File: config.mk
export PLATFORM = sky130hd
export DESIGN_NAME = des_round_engine
export DESIGN_NICKNAME = d
export VERILOG_FILES = /design/src/rtl/des_round_engine.sv
export SDC_FILE = /design/constraint.sdc
export NUM_CORES = 1
export LEC_CHECK = 0
export ABC_CLOCK_PERIOD_IN_PS = 7500
export CORE_MARGIN = 5
export CORE_UTILIZATION = 50
export CTS_CLUSTER_SIZE = 10
export DETAILED_ROUTE_END_ITERATION = 10
export GPL_TIMING_DRIVEN = 0
export PLACE_DENSITY = 0.72
export SETUP_SLACK_MARGIN = 0.1
export SYNTH_ARGS = -nofsm -noshare
export SYNTH_HDL_FRONTEND = slang
export SYNTH_SLANG_ARGS = --single-unit
File: constraint.sdc
create_clock -name clk -period 7.5 [get_ports clk]
set_input_delay 0.75 -clock clk [delete_from_list [all_inputs] [get_ports clk]]
set_output_delay 0.75 -clock clk [all_outputs]
set_load 0.02 [all_outputs]
File: src/rtl/des_round_engine.sv
// rtl/des_round_engine.sv - iterative DES Feistel engine, optional IP/FP via DES_ROUND_ENGINE_IP_FP_EN
module des_round_engine #(
  parameter int ROUNDS_PER_CYCLE = 1
) (
  input  logic        clk,
  input  logic        rst_n,
  input  logic        in_valid,
  output logic        in_ready,
  input  logic [63:0] in_block,
  input  logic [63:0] in_key,
  input  logic        in_decrypt,
  output logic        out_valid,
  input  logic        out_ready,
  output logic [63:0] out_block,
  output logic        busy
);

  if (!(ROUNDS_PER_CYCLE == 1 || ROUNDS_PER_CYCLE == 2 || ROUNDS_PER_CYCLE == 4 ||
        ROUNDS_PER_CYCLE == 8 || ROUNDS_PER_CYCLE == 16)) begin : g_bad_rpc
    $error("des_round_engine: ROUNDS_PER_CYCLE must be 1, 2, 4, 8 or 16");
  end

  typedef enum logic [1:0] {IDLE, ROUND, DONE} state_t;

  // Bit-index tables use DES numbering: entry n means DES bit n, bit 1 = MSB.
  localparam int E_T [48] = '{
    32,  1,  2,  3,  4,  5,   4,  5,  6,  7,  8,  9,
     8,  9, 10, 11, 12, 13,  12, 13, 14, 15, 16, 17,
    16, 17, 18, 19, 20, 21,  20, 21, 22, 23, 24, 25,
    24, 25, 26, 27, 28, 29,  28, 29, 30, 31, 32,  1};

  localparam int P_T [32] = '{
    16,  7, 20, 21, 29, 12, 28, 17,   1, 15, 23, 26,  5, 18, 31, 10,
     2,  8, 24, 14, 32, 27,  3,  9,  19, 13, 30,  6, 22, 11,  4, 25};

  localparam int PC1_T [56] = '{
    57, 49, 41, 33, 25, 17,  9,   1, 58, 50, 42, 34, 26, 18,
    10,  2, 59, 51, 43, 35, 27,  19, 11,  3, 60, 52, 44, 36,
    63, 55, 47, 39, 31, 23, 15,   7, 62, 54, 46, 38, 30, 22,
    14,  6, 61, 53, 45, 37, 29,  21, 13,  5, 28, 20, 12,  4};

  localparam int PC2_T [48] = '{
    14, 17, 11, 24,  1,  5,   3, 28, 15,  6, 21, 10,
    23, 19, 12,  4, 26,  8,  16,  7, 27, 20, 13,  2,
    41, 52, 31, 37, 47, 55,  30, 40, 51, 45, 33, 48,
    44, 49, 39, 56, 34, 53,  46, 42, 50, 36, 29, 32};

  // Each S-box is 64 nibbles, row-major (row = outer bits, col = inner bits), first entry in the MSBs.
  localparam logic [255:0] SBOX [8] = '{
    256'hE4D12FB83A6C5907_0F74E2D1A6CB9538_41E8D62BFC973A50_FC8249175B3EA06D,
    256'hF18E6B34972DC05A_3D47F28EC01A69B5_0E7BA4D158C6932F_D8A13F42B67C05E9,
    256'hA09E63F51DC7B428_D709346A285ECBF1_D6498F30B12C5AE7_1AD069874FE3B52C,
    256'h7DE3069A1285BC4F_D8B56F03472C1AE9_A690CB7DF13E5284_3F06A1D8945BC72E,
    256'h2C417AB6853FD0E9_EB2C47D150FA3986_421BAD78F9C5630E_B8C71E2D6F09A453,
    256'hC1AF92680D34E75B_AF427C9561DE0B38_9EF528C3704A1DB6_432C95FABE17608D,
    256'h4B2EF08D3C975A61_D0B7491AE35C2F86_14BDC37EAF680592_6BD814A7950FE23C,
    256'hD2846FB1A93E50C7_1FD8A374C56B0E92_7B419CE206ADF358_21E74A8DFC90356B};

  function automatic logic [47:0] e_perm(input logic [31:0] x);
    logic [47:0] y;
    for (int i = 0; i < 48; i++) y[47-i] = x[32-E_T[i]];
    return y;
  endfunction

  function automatic logic [31:0] p_perm(input logic [31:0] x);
    logic [31:0] y;
    for (int i = 0; i < 32; i++) y[31-i] = x[32-P_T[i]];
    return y;
  endfunction

  function automatic logic [55:0] pc1_perm(input logic [63:0] x);
    logic [55:0] y;
    for (int i = 0; i < 56; i++) y[55-i] = x[64-PC1_T[i]];
    return y;
  endfunction

  function automatic logic [47:0] pc2_perm(input logic [55:0] x);
    logic [47:0] y;
    for (int i = 0; i < 48; i++) y[47-i] = x[56-PC2_T[i]];
    return y;
  endfunction

`ifdef DES_ROUND_ENGINE_IP_FP_EN
  localparam int IP_T [64] = '{
    58, 50, 42, 34, 26, 18, 10,  2,  60, 52, 44, 36, 28, 20, 12,  4,
    62, 54, 46, 38, 30, 22, 14,  6,  64, 56, 48, 40, 32, 24, 16,  8,
    57, 49, 41, 33, 25, 17,  9,  1,  59, 51, 43, 35, 27, 19, 11,  3,
    61, 53, 45, 37, 29, 21, 13,  5,  63, 55, 47, 39, 31, 23, 15,  7};

  localparam int FP_T [64] = '{
    40,  8, 48, 16, 56, 24, 64, 32,  39,  7, 47, 15, 55, 23, 63, 31,
    38,  6, 46, 14, 54, 22, 62, 30,  37,  5, 45, 13, 53, 21, 61, 29,
    36,  4, 44, 12, 52, 20, 60, 28,  35,  3, 43, 11, 51, 19, 59, 27,
    34,  2, 42, 10, 50, 18, 58, 26,  33,  1, 41,  9, 49, 17, 57, 25};

  function automatic logic [63:0] load_perm(input logic [63:0] x);
    logic [63:0] y;
    for (int i = 0; i < 64; i++) y[63-i] = x[64-IP_T[i]];
    return y;
  endfunction

  function automatic logic [63:0] out_perm(input logic [63:0] x);
    logic [63:0] y;
    for (int i = 0; i < 64; i++) y[63-i] = x[64-FP_T[i]];
    return y;
  endfunction
`else
  // Without IP/FP the block is passed straight through for external permutation logic.
  function automatic logic [63:0] load_perm(input logic [63:0] x);
    return x;
  endfunction

  function automatic logic [63:0] out_perm(input logic [63:0] x);
    return x;
  endfunction
`endif

  function automatic logic [31:0] f_fn(input logic [31:0] r, input logic [47:0] k);
    logic [47:0] x;
    logic [5:0]  six;
    logic [31:0] s;
    x = e_perm(r) ^ k;
    s = '0;
    for (int b = 0; b < 8; b++) begin
      six = x[47-6*b -: 6];
      s[31-4*b -: 4] = SBOX[b][255 - 4*int'({six[5], six[0], six[4:1]}) -: 4];
    end
    return p_perm(s);
  endfunction

  // Left-shift amount for 0-based round index idx (1 for rounds 1, 2, 9, 16).
  function automatic logic [1:0] shift_amt(input logic [4:0] idx);
    return (idx == 5'd0 || idx == 5'd1 || idx == 5'd8 || idx == 5'd15) ? 2'd1 : 2'd2;
  endfunction

  function automatic logic [27:0] rotl28(input logic [27:0] x, input logic [1:0] n);
    case (n)
      2'd1:    return {x[26:0], x[27]};
      2'd2:    return {x[25:0], x[27:26]};
      default: return x;
    endcase
  endfunction

  function automatic logic [27:0] rotr28(input logic [27:0] x, input logic [1:0] n);
    case (n)
      2'd1:    return {x[0], x[27:1]};
      2'd2:    return {x[1:0], x[27:2]};
      default: return x;
    endcase
  endfunction

  state_t      state_q, state_d;
  logic [31:0] l_q, l_d, r_q, r_d;
  logic [27:0] c_q, c_d, d_q, d_d;
  logic [4:0]  cnt_q, cnt_d;
  logic        dec_q, dec_d;
  logic [63:0] out_block_q, out_block_d;

  logic [31:0] l_rnd, r_rnd;
  logic [27:0] c_rnd, d_rnd;
  logic [4:0]  cnt_step;
  logic        last_step;

  assign cnt_step  = cnt_q + 5'(ROUNDS_PER_CYCLE);
  assign last_step = (cnt_step == 5'd16);
  assign out_block = out_block_q;

  // Unrolled rounds for this cycle; decrypt walks the key schedule backwards from C0/D0.
  always_comb begin
    logic [31:0] l_v, r_v, t_v;
    logic [27:0] c_v, d_v;
    logic [4:0]  rnd_v;
    logic [1:0]  sh_v;
    l_v = l_q;
    r_v = r_q;
    c_v = c_q;
    d_v = d_q;
    for (int j = 0; j < ROUNDS_PER_CYCLE; j++) begin
      rnd_v = cnt_q + 5'(j);
      if (dec_q) begin
        sh_v = (rnd_v == 5'd0) ? 2'd0 : shift_amt(5'd16 - rnd_v);
        c_v  = rotr28(c_v, sh_v);
        d_v  = rotr28(d_v, sh_v);
      end else begin
        sh_v = shift_amt(rnd_v);
        c_v  = rotl28(c_v, sh_v);
        d_v  = rotl28(d_v, sh_v);
      end
      t_v = r_v;
      r_v = l_v ^ f_fn(r_v, pc2_perm({c_v, d_v}));
      l_v = t_v;
    end
    l_rnd = l_v;
    r_rnd = r_v;
    c_rnd = c_v;
    d_rnd = d_v;
  end

  // FSM next state and the state-decoded handshake outputs.
  always_comb begin
    state_d   = state_q;
    in_ready  = 1'b0;
    out_valid = 1'b0;
    busy      = 1'b1;
    case (state_q)
      IDLE: begin
        in_ready = 1'b1;
        busy     = 1'b0;
        if (in_valid) state_d = ROUND;
      end
      ROUND: begin
        if (last_step) state_d = DONE;
      end
      DONE: begin
        out_valid = 1'b1;
        if (out_ready) state_d = IDLE;
      end
      default: state_d = IDLE;
    endcase
  end

  // Datapath next state: load on accept, advance during ROUND, capture result on the last step.
  always_comb begin
    l_d         = l_q;
    r_d         = r_q;
    c_d         = c_q;
    d_d         = d_q;
    cnt_d       = cnt_q;
    dec_d       = dec_q;
    out_block_d = out_block_q;
    case (state_q)
      IDLE: begin
        if (in_valid) begin
          {l_d, r_d} = load_perm(in_block);
          {c_d, d_d} = pc1_perm(in_key);
          dec_d      = in_decrypt;
          cnt_d      = 5'd0;
        end
      end
      ROUND: begin
        l_d   = l_rnd;
        r_d   = r_rnd;
        c_d   = c_rnd;
        d_d   = d_rnd;
        cnt_d = cnt_step;
        if (last_step) out_block_d = out_perm({r_rnd, l_rnd});
      end
      default: ;
    endcase
  end

  // FSM state register.
  always_ff @(posedge clk or negedge rst_n) begin
    if (!rst_n) state_q <= IDLE;
    else        state_q <= state_d;
  end

  // Datapath registers; all cleared by reset so an aborted block leaves nothing behind.
  always_ff @(posedge clk or negedge rst_n) begin
    if (!rst_n) begin
      l_q         <= '0;
      r_q         <= '0;
      c_q         <= '0;
      d_q         <= '0;
      cnt_q       <= '0;
      dec_q       <= 1'b0;
      out_block_q <= '0;
    end else begin
      l_q         <= l_d;
      r_q         <= r_d;
      c_q         <= c_d;
      d_q         <= d_d;
      cnt_q       <= cnt_d;
      dec_q       <= dec_d;
      out_block_q <= out_block_d;
    end
  end

endmodule

==> results of run 1 <==
[cell usage after synthesis, types with 25 or more instances]
cell       number  share of area
a211oi_1       73          0.031
dfrtp_1       192           0.27
inv_1          83          0.018
o2111ai_1      25          0.012
and3_1         29          0.010
o211ai_1       61          0.026
clkbuf_1      110          0.023
ha_1           61          0.043
a21oi_1       180          0.051
nor2_1        174          0.037
xnor2_1        32          0.016
o221ai_1       34          0.017
a31oi_1        71          0.025
nand3_1        53          0.015
o21ai_0       155          0.044
mux2i_1        45          0.025
nand2_1       357          0.076
nor3_1         52          0.015
[layout make-up]
type,count,area (um2),share of cell area
Tap cell,461,577,0.0276
Timing Repair Buffer,192,1940,0.0931
Clock buffer,20,467,0.0224
Clock inverter,12,144,0.00689
Multi-Input combinational cell,1862,11800,0.567
Buffer,167,771,0.0369
Sequential cell,192,4800,0.230
Inverter,89,334,0.0160
[state kept, by name, summed over array words and instances (netlist names)]
register / flops
cnt_q: 5
l_q: 32
dec_q: 1
d_q: 28
l_rnd: 32
state_q: 2
c_q: 28
out_block: 64
[metrics by stage]
| stage | hold WS, ns | instance area, um2 | worst slack (ns) | utilization | std cells |
|---|---|---|---|---|---|
| global placement | 0.463 | 20200 | -2.62 | 0.572 | 2962 |
| CTS | 0.324 | 20900 | 0.106 | 0.591 | 2995 |
| detailed placement | 0.463 | 20200 | 0.102 | 0.573 | 2963 |
| finish | 0.252 | 20900 | 0.0262 | 0.591 | 2995 |
| floorplan | 0.454 | 17700 | 2.54 | - | 2310 |
| global route | 0.333 | 20900 | -0.00897 | 0.591 | 2995 |
[worst reg2reg max path, stage by stage, from the launching register on]
cell,delay (ns)
dfrtp_1,0.51
inv_1,0.22
ha_1,0.30
nor3b_1,0.24
ha_1,0.27
clkbuf_1,0.64
inv_1,0.26
a311oi_4,0.80
buf_6,0.28
buf_4,0.25
o221ai_1,0.17
o21a_1,0.23
xnor2_2,0.57
inv_1,0.24
ha_1,0.44
mux4_2,0.47
and2_1,0.17
o31ai_1,0.81
xnor2_1,0.19
a21oi_1,0.33
[timing repair]
| item | CTS | global route |
|---|---|---|
| setup endpoints to repair | 0 | 11 |
| buffers inserted | 0 | 0 |
| gates resized for setup | 0 | 4 |
[cells by family after synthesis]
| family | after synthesis | synth area share |
|---|---|---|
| muxes | 61 | 0.0375 |
| xor gates and xnor gates | 56 | 0.0309 |
| adders and majority gates | 63 | 0.0442 |
| and+or+nand+nor | 785 | 0.200 |
| buffers and inverters | 256 | 0.0623 |
| AOI/OAI and AO/OA | 897 | 0.354 |
| DFF | 192 | 0.271 |
[routing by layer]
metal / up-vias / track usage / part of all wire
met2: 1721 / 0.620 / 0.41
li1: 9078 / - / -
met4: 2 / 0.305 / 0.091
met1: 10098 / 0.546 / 0.37
met3: 391 / 0.124 / 0.13
met5: - / 0 / 0.000080
[final timing paths]
path / start / depth (start not counted) / slack, ns / endpoint
max: cnt_q[1] / 19 / 0.03 / l_rnd[12]
min: rst_n / 1 / 0.25 / out_block[32]
max reg2reg: cnt_q[1] / 19 / 0.03 / l_rnd[12]
min reg2reg: out_block[30] / 2 / 0.48 / out_block[30]
max in group asynchronous: rst_n / 2 / 6.19 / c_q[2]
min in group clk: out_block[30] / 2 / 0.48 / out_block[30]
==> results by group, run 1 <==
Run status
  – Status: completed

STA
  – Slew Limit Fails: 0
  – Tcrit/Tclk final: 0.997
  – Final Skew: 0.0215 ns
  – Relative slew slack: 0.0786
  – Worst slew pin tran: 1.37 ns
  – Unrepaired setup endpoints after global routing: true
  – Final min period: 7.47 ns
  – Final setup vio count: 0
  – Final Hold Fails: 0
  – Post-route setup TNS: 0 ns
  – Fmax: 134 MHz

Placement
  – HPWL after DPL: 66,400 um
  – Placer Congestion: 1.10
  – IO buf count: 191

Floorplanning
  – Die W: 198 um
  – DIE AREA: 39,300 um2
  – Core Footprint: 35,300 um2
  – Initial core utilization: 0.502
  – I/O pin cnt: 200
  – Core Rows: 69
  – Die height: 198 um

Worst setup path
  – Cell family with most CP delay: compound AO/OA/AOI/OAI gates
  – Critical path required time: 7.86 ns
  – Critical path peak fanout: 10
  – Critical path buffer and inverter count: 6
  – Setup CP Type: reg2reg
  – Max stage delay on crit path: 0.81 ns
  – Cells along the critical path: inv_1 -> ha_1 -> nor3b_1 -> ha_1 -> clkbuf_1 -> inv_1 -> a311oi_4 -> buf_6 -> buf_4 -> o221ai_1 -> o21a_1 -> xnor2_2 -> inv_1 -> ha_1 -> mux4_2 -> and2_1 -> o31ai_1 -> xnor2_1 -> a21oi_1
  – Worst EP arrival: 7.83 ns
  – CP endpoint kind: flip-flop
  – Slowest-stage cell, CP: o31ai_1
  – CP startpoint kind: flip-flop

Synth
  – Synth Area per Inst: 7.67 um2
  – Ys Warns: 0
  – Cell variety after synth: 112
  – Syn Std Cell Area: 17,700 um2
  – Mapped Cells: 2,310
  – Number of synthesized flops with an enable pin: 0
  – Sequential share of the synthesized area: 0.271
  – Synthesized flop and latch total: 192
  – Main flop type after synthesis: dfrtp_1
  – Ys async rst share: 1.00
  – Syn nets: 2,504

Drt
  – Routed vias/inst: 7.11
  – Overall routed net length: 87,500 um
  – Residual DRC: 0
  – DR WL/cell: 29.2 um
  – Via count: 21,290
  – DR iter-0 viols: 3,164
  – Routed Antenna Nets: 0
  – Initial DRT Pass Iterations: 8

Clock tree
  – TritonCTS clock tree: yes
  – H-Tree Depth: 4
  – Clock-pin transition on the worst setup and hold timing paths: 0.08 ns
  – CTS buffer count: 17
  – CTS max path bufs: 2
  – Clock root buffer: clkbuf_16
  – Cts hold-fix bufs: 0
  – Sink Count: 192
  – Clock Latency Late Sink: 0.48 ns

Cells and area
  – Area Growth Syn to Fin: 17.8%
  – Most common cell after layout, fill and taps aside: nand2_1
  – Layout Nets: 2,715
  – Share of cells above drive strength 1: 0.0710
  – Most frequent cells in the layout: 357 x nand2_1, 192 x dfrtp_1, 190 x clkdlybuf4s50_1
  – Ant. Diodes: 0
  – # fillers: 3,317

GRT
  – Total global routing overflow: 0
  – Number of global-route vias before repair: 19,666
  – Initial antenna violation count: 2
  – Largest net degree at the start of global routing: 98
  – First-pass GRT wire length: 126,000 um
  – GRT Total Usage: 0.428

Worst hold path
  – Hold crit path type: in2async

Run
  – Max-cap viol count: 0
Power of run 1 is not shown: default switching activity piles up to over one toggle a cycle in this logic, so the estimate is an artifact.
==> run 2: changes to the inputs <==
--- a/config.mk
+++ b/config.mk
@@ -8,6 +8,7 @@
 export ABC_CLOCK_PERIOD_IN_PS = 7500
 export CORE_MARGIN = 5
 export CORE_UTILIZATION = 50
+export CTS_BUF_LIST = sky130_fd_sc_hd__clkbuf_4 sky130_fd_sc_hd__clkbuf_8
 export CTS_CLUSTER_SIZE = 10
 export DETAILED_ROUTE_END_ITERATION = 10
 export GPL_TIMING_DRIVEN = 0
==> run 2 against run 1 <==
Net effect:
- core utilization decreased by 0.51 points
- clock-buffer cell count did not move
- non-clock buffer count stayed put
- first-iteration DRC count fell by 1.8%
- fmax is 3.1% higher
- hold slack worse by 0.035 ns
- routed wire length increased by 0.34%
- final cell count is 0.10% higher
- worst setup slack improved by 0.22 ns
- via count is 0.27% higher
- register-to-register slack improved by 0.22 ns
- critical path type unchanged
==> results by group, run 2 (same netlist as run 1, synthesis figures left out) <==
Worst setup path
  – CP endpoint kind: flip-flop
  – Critical path required time: 7.91 ns (+0.05 ns)
  – Critical path peak fanout: 11 (+1)
  – Setup CP Type: reg2reg
  – Worst EP arrival: 7.66 ns (-0.17 ns)
  – CP startpoint kind: flip-flop

Drt
  – Overall routed net length: 87,800 um (+0.34%)
  – Via count: 21,347 (+0.27%)
  – DR WL/cell: 29.3 um (+0.24%)
  – DR iter-0 viols: 3,108 (-1.8%)
  – Initial DRT Pass Iterations: 6 (-2)
  – Routed Antenna Nets: 0 (unchanged)
  – Routed vias/inst: 7.12 (+0.17%)
  – Residual DRC: 0 (unchanged)

GRT
  – Initial antenna violation count: 2 (unchanged)
  – First-pass GRT wire length: 126,000 um (about the same)
  – Largest net degree at the start of global routing: 98 (unchanged)
  – Total global routing overflow: 0 (unchanged)
  – Number of global-route vias before repair: 19,678 (+0.061%)
  – GRT Total Usage: 0.428 (about the same)

Run
  – Max-cap viol count: 0 (unchanged)

Cells and area
  – Most common cell after layout, fill and taps aside: nand2_1
  – Most frequent cells in the layout: 357 x nand2_1, 192 x dfrtp_1, 190 x clkdlybuf4s50_1
  – Max reg flops: 64 (unchanged)
  – Area Growth Syn to Fin: 16.8%
  – Fin area: 20,700 um2 (-0.86%)
  – Share of cells above drive strength 1: 0.0714 (+0.000395)
  – # fillers: 3,335 (+0.54%)
  – Layout Nets: 2,715 (unchanged)
  – Fin util: 0.586 (-0.00507)

STA
  – Worst slew pin tran: 1.38 ns (+0.00577 ns)
  – Final min period: 7.25 ns (-0.224 ns)
  – Hold Slack: 0.216 ns (-0.0354 ns)
  – Final Hold Fails: 0 (unchanged)
  – Post-route setup TNS: 0 ns (unchanged)
  – Slew Limit Fails: 0 (unchanged)
  – Final Skew: 0.0352 ns (+0.0138 ns)
  – Fmax: 138 MHz (+3.1%)
  – Relative slew slack: 0.0831 (+0.00457)
  – Final setup vio count: 0 (unchanged)
  – Unrepaired setup endpoints after global routing: false
  – Tcrit/Tclk final: 0.967 (-0.0299)

Clock tree
  – Clock-pin transition on the worst setup and hold timing paths: 0.11 ns (+0.03 ns)
  – Cts hold-fix bufs: 0 (unchanged)
  – TritonCTS clock tree: yes
  – Clock root buffer: clkbuf_8
  – CTS resizes: 0 (unchanged)
  – CTS max path bufs: 2 (unchanged)
  – Setup bufs post-CTS: 0 (unchanged)
  – H-Tree Depth: 4 (unchanged)
  – Sink Count: 192 (unchanged)
  – Clock Latency Late Sink: 0.56 ns (+0.08 ns)
  – CTS buffer count: 17 (unchanged)

Worst hold path
  – Hold crit path type: in2async

Placement
  – Placed inst area: 20,200 um2 (unchanged)
  – Placer Congestion: 1.10 (unchanged)
  – IO buf count: 191 (unchanged)
  – HPWL after DPL: 66,400 um (unchanged)

Floorplanning
  – Core Rows: 69 (unchanged)
  – Die W: 198 um (unchanged)
  – I/O pin cnt: 200 (unchanged)
  – Initial core utilization: 0.502 (unchanged)
  – Die height: 198 um (unchanged)
  – Core Footprint: 35,300 um2 (unchanged)
  – DIE AREA: 39,300 um2 (unchanged)

Run status
  – Status: completed
## run 2: cell types whose count changed in the layout (fill, tap and decap cells not counted)
cell	before	now
clkbuf_8	3	20
clkbuf_16	17	0
o31ai_2	0	1
diode_2	0	3
o31ai_1	22	21
## run 2: final cells by class
| type | instances | area [um2] | share of cell area |
|---|---|---|---|
| sequential | 192 | 4800 | 0.232 |
| timing repair buffer | 192 | 1940 | 0.0939 |
| antenna | 3 | 7.51 | 0.000363 |
| clock inverter | 12 | 144 | 0.00695 |
| inverter | 89 | 334 | 0.0161 |
| tap | 461 | 577 | 0.0279 |
| multi-input combinational | 1862 | 11800 | 0.572 |
| clock buffer | 20 | 275 | 0.0133 |
| buffer | 167 | 771 | 0.0372 |
## run 2: worst paths after layout
check                         startpoint       endpoint  slack, ns  cells after the start
max reg2reg                     cnt_q[1]       l_rnd[9]       0.25                     21
min                                rst_n  out_block[32]       0.22                      1
min reg2reg                out_block[30]  out_block[30]       0.49                      2
max                             cnt_q[1]       l_rnd[9]       0.25                     21
max in group asynchronous          rst_n         c_q[1]       6.23                      2
min in group clk           out_block[30]  out_block[30]       0.49                      2
## run 2: per-stage QoR
step	instances	worst slack [ns]
finish	2998	0.250
global route	2995	0.203
floorplan	2310	2.54
global placement	2962	-2.62
CTS	2995	0.109
detailed placement	2963	0.102
## run 2: routing by layer
| layer | vias up | global-route usage | share of wire |
|---|---|---|---|
| met5 | - | 0 | 0 |
| met4 | 0 | 0.293 | 0.086 |
| met3 | 409 | 0.136 | 0.13 |
| met2 | 1694 | 0.622 | 0.42 |
| met1 | 10161 | 0.542 | 0.37 |
| li1 | 9083 | - | - |
## run 2: worst max-delay path: stages (launching register included)
cell	delay (ns)
dfrtp_1	0.53
inv_1	0.22
ha_1	0.30
nor3b_1	0.23
ha_1	0.27
clkbuf_1	0.64
inv_1	0.26
a311oi_4	0.78
buf_6	0.28
buf_6	0.20
o221ai_1	0.24
a21oi_1	0.45
nor2_4	0.16
inv_2	0.22
ha_1	0.22
nor2_1	0.07
nand3_1	0.16
o31ai_1	0.12
o221a_2	0.30
nor4_1	1.08
xnor2_1	0.25
a21oi_1	0.10
Power of run 2 is left out for the same reason.
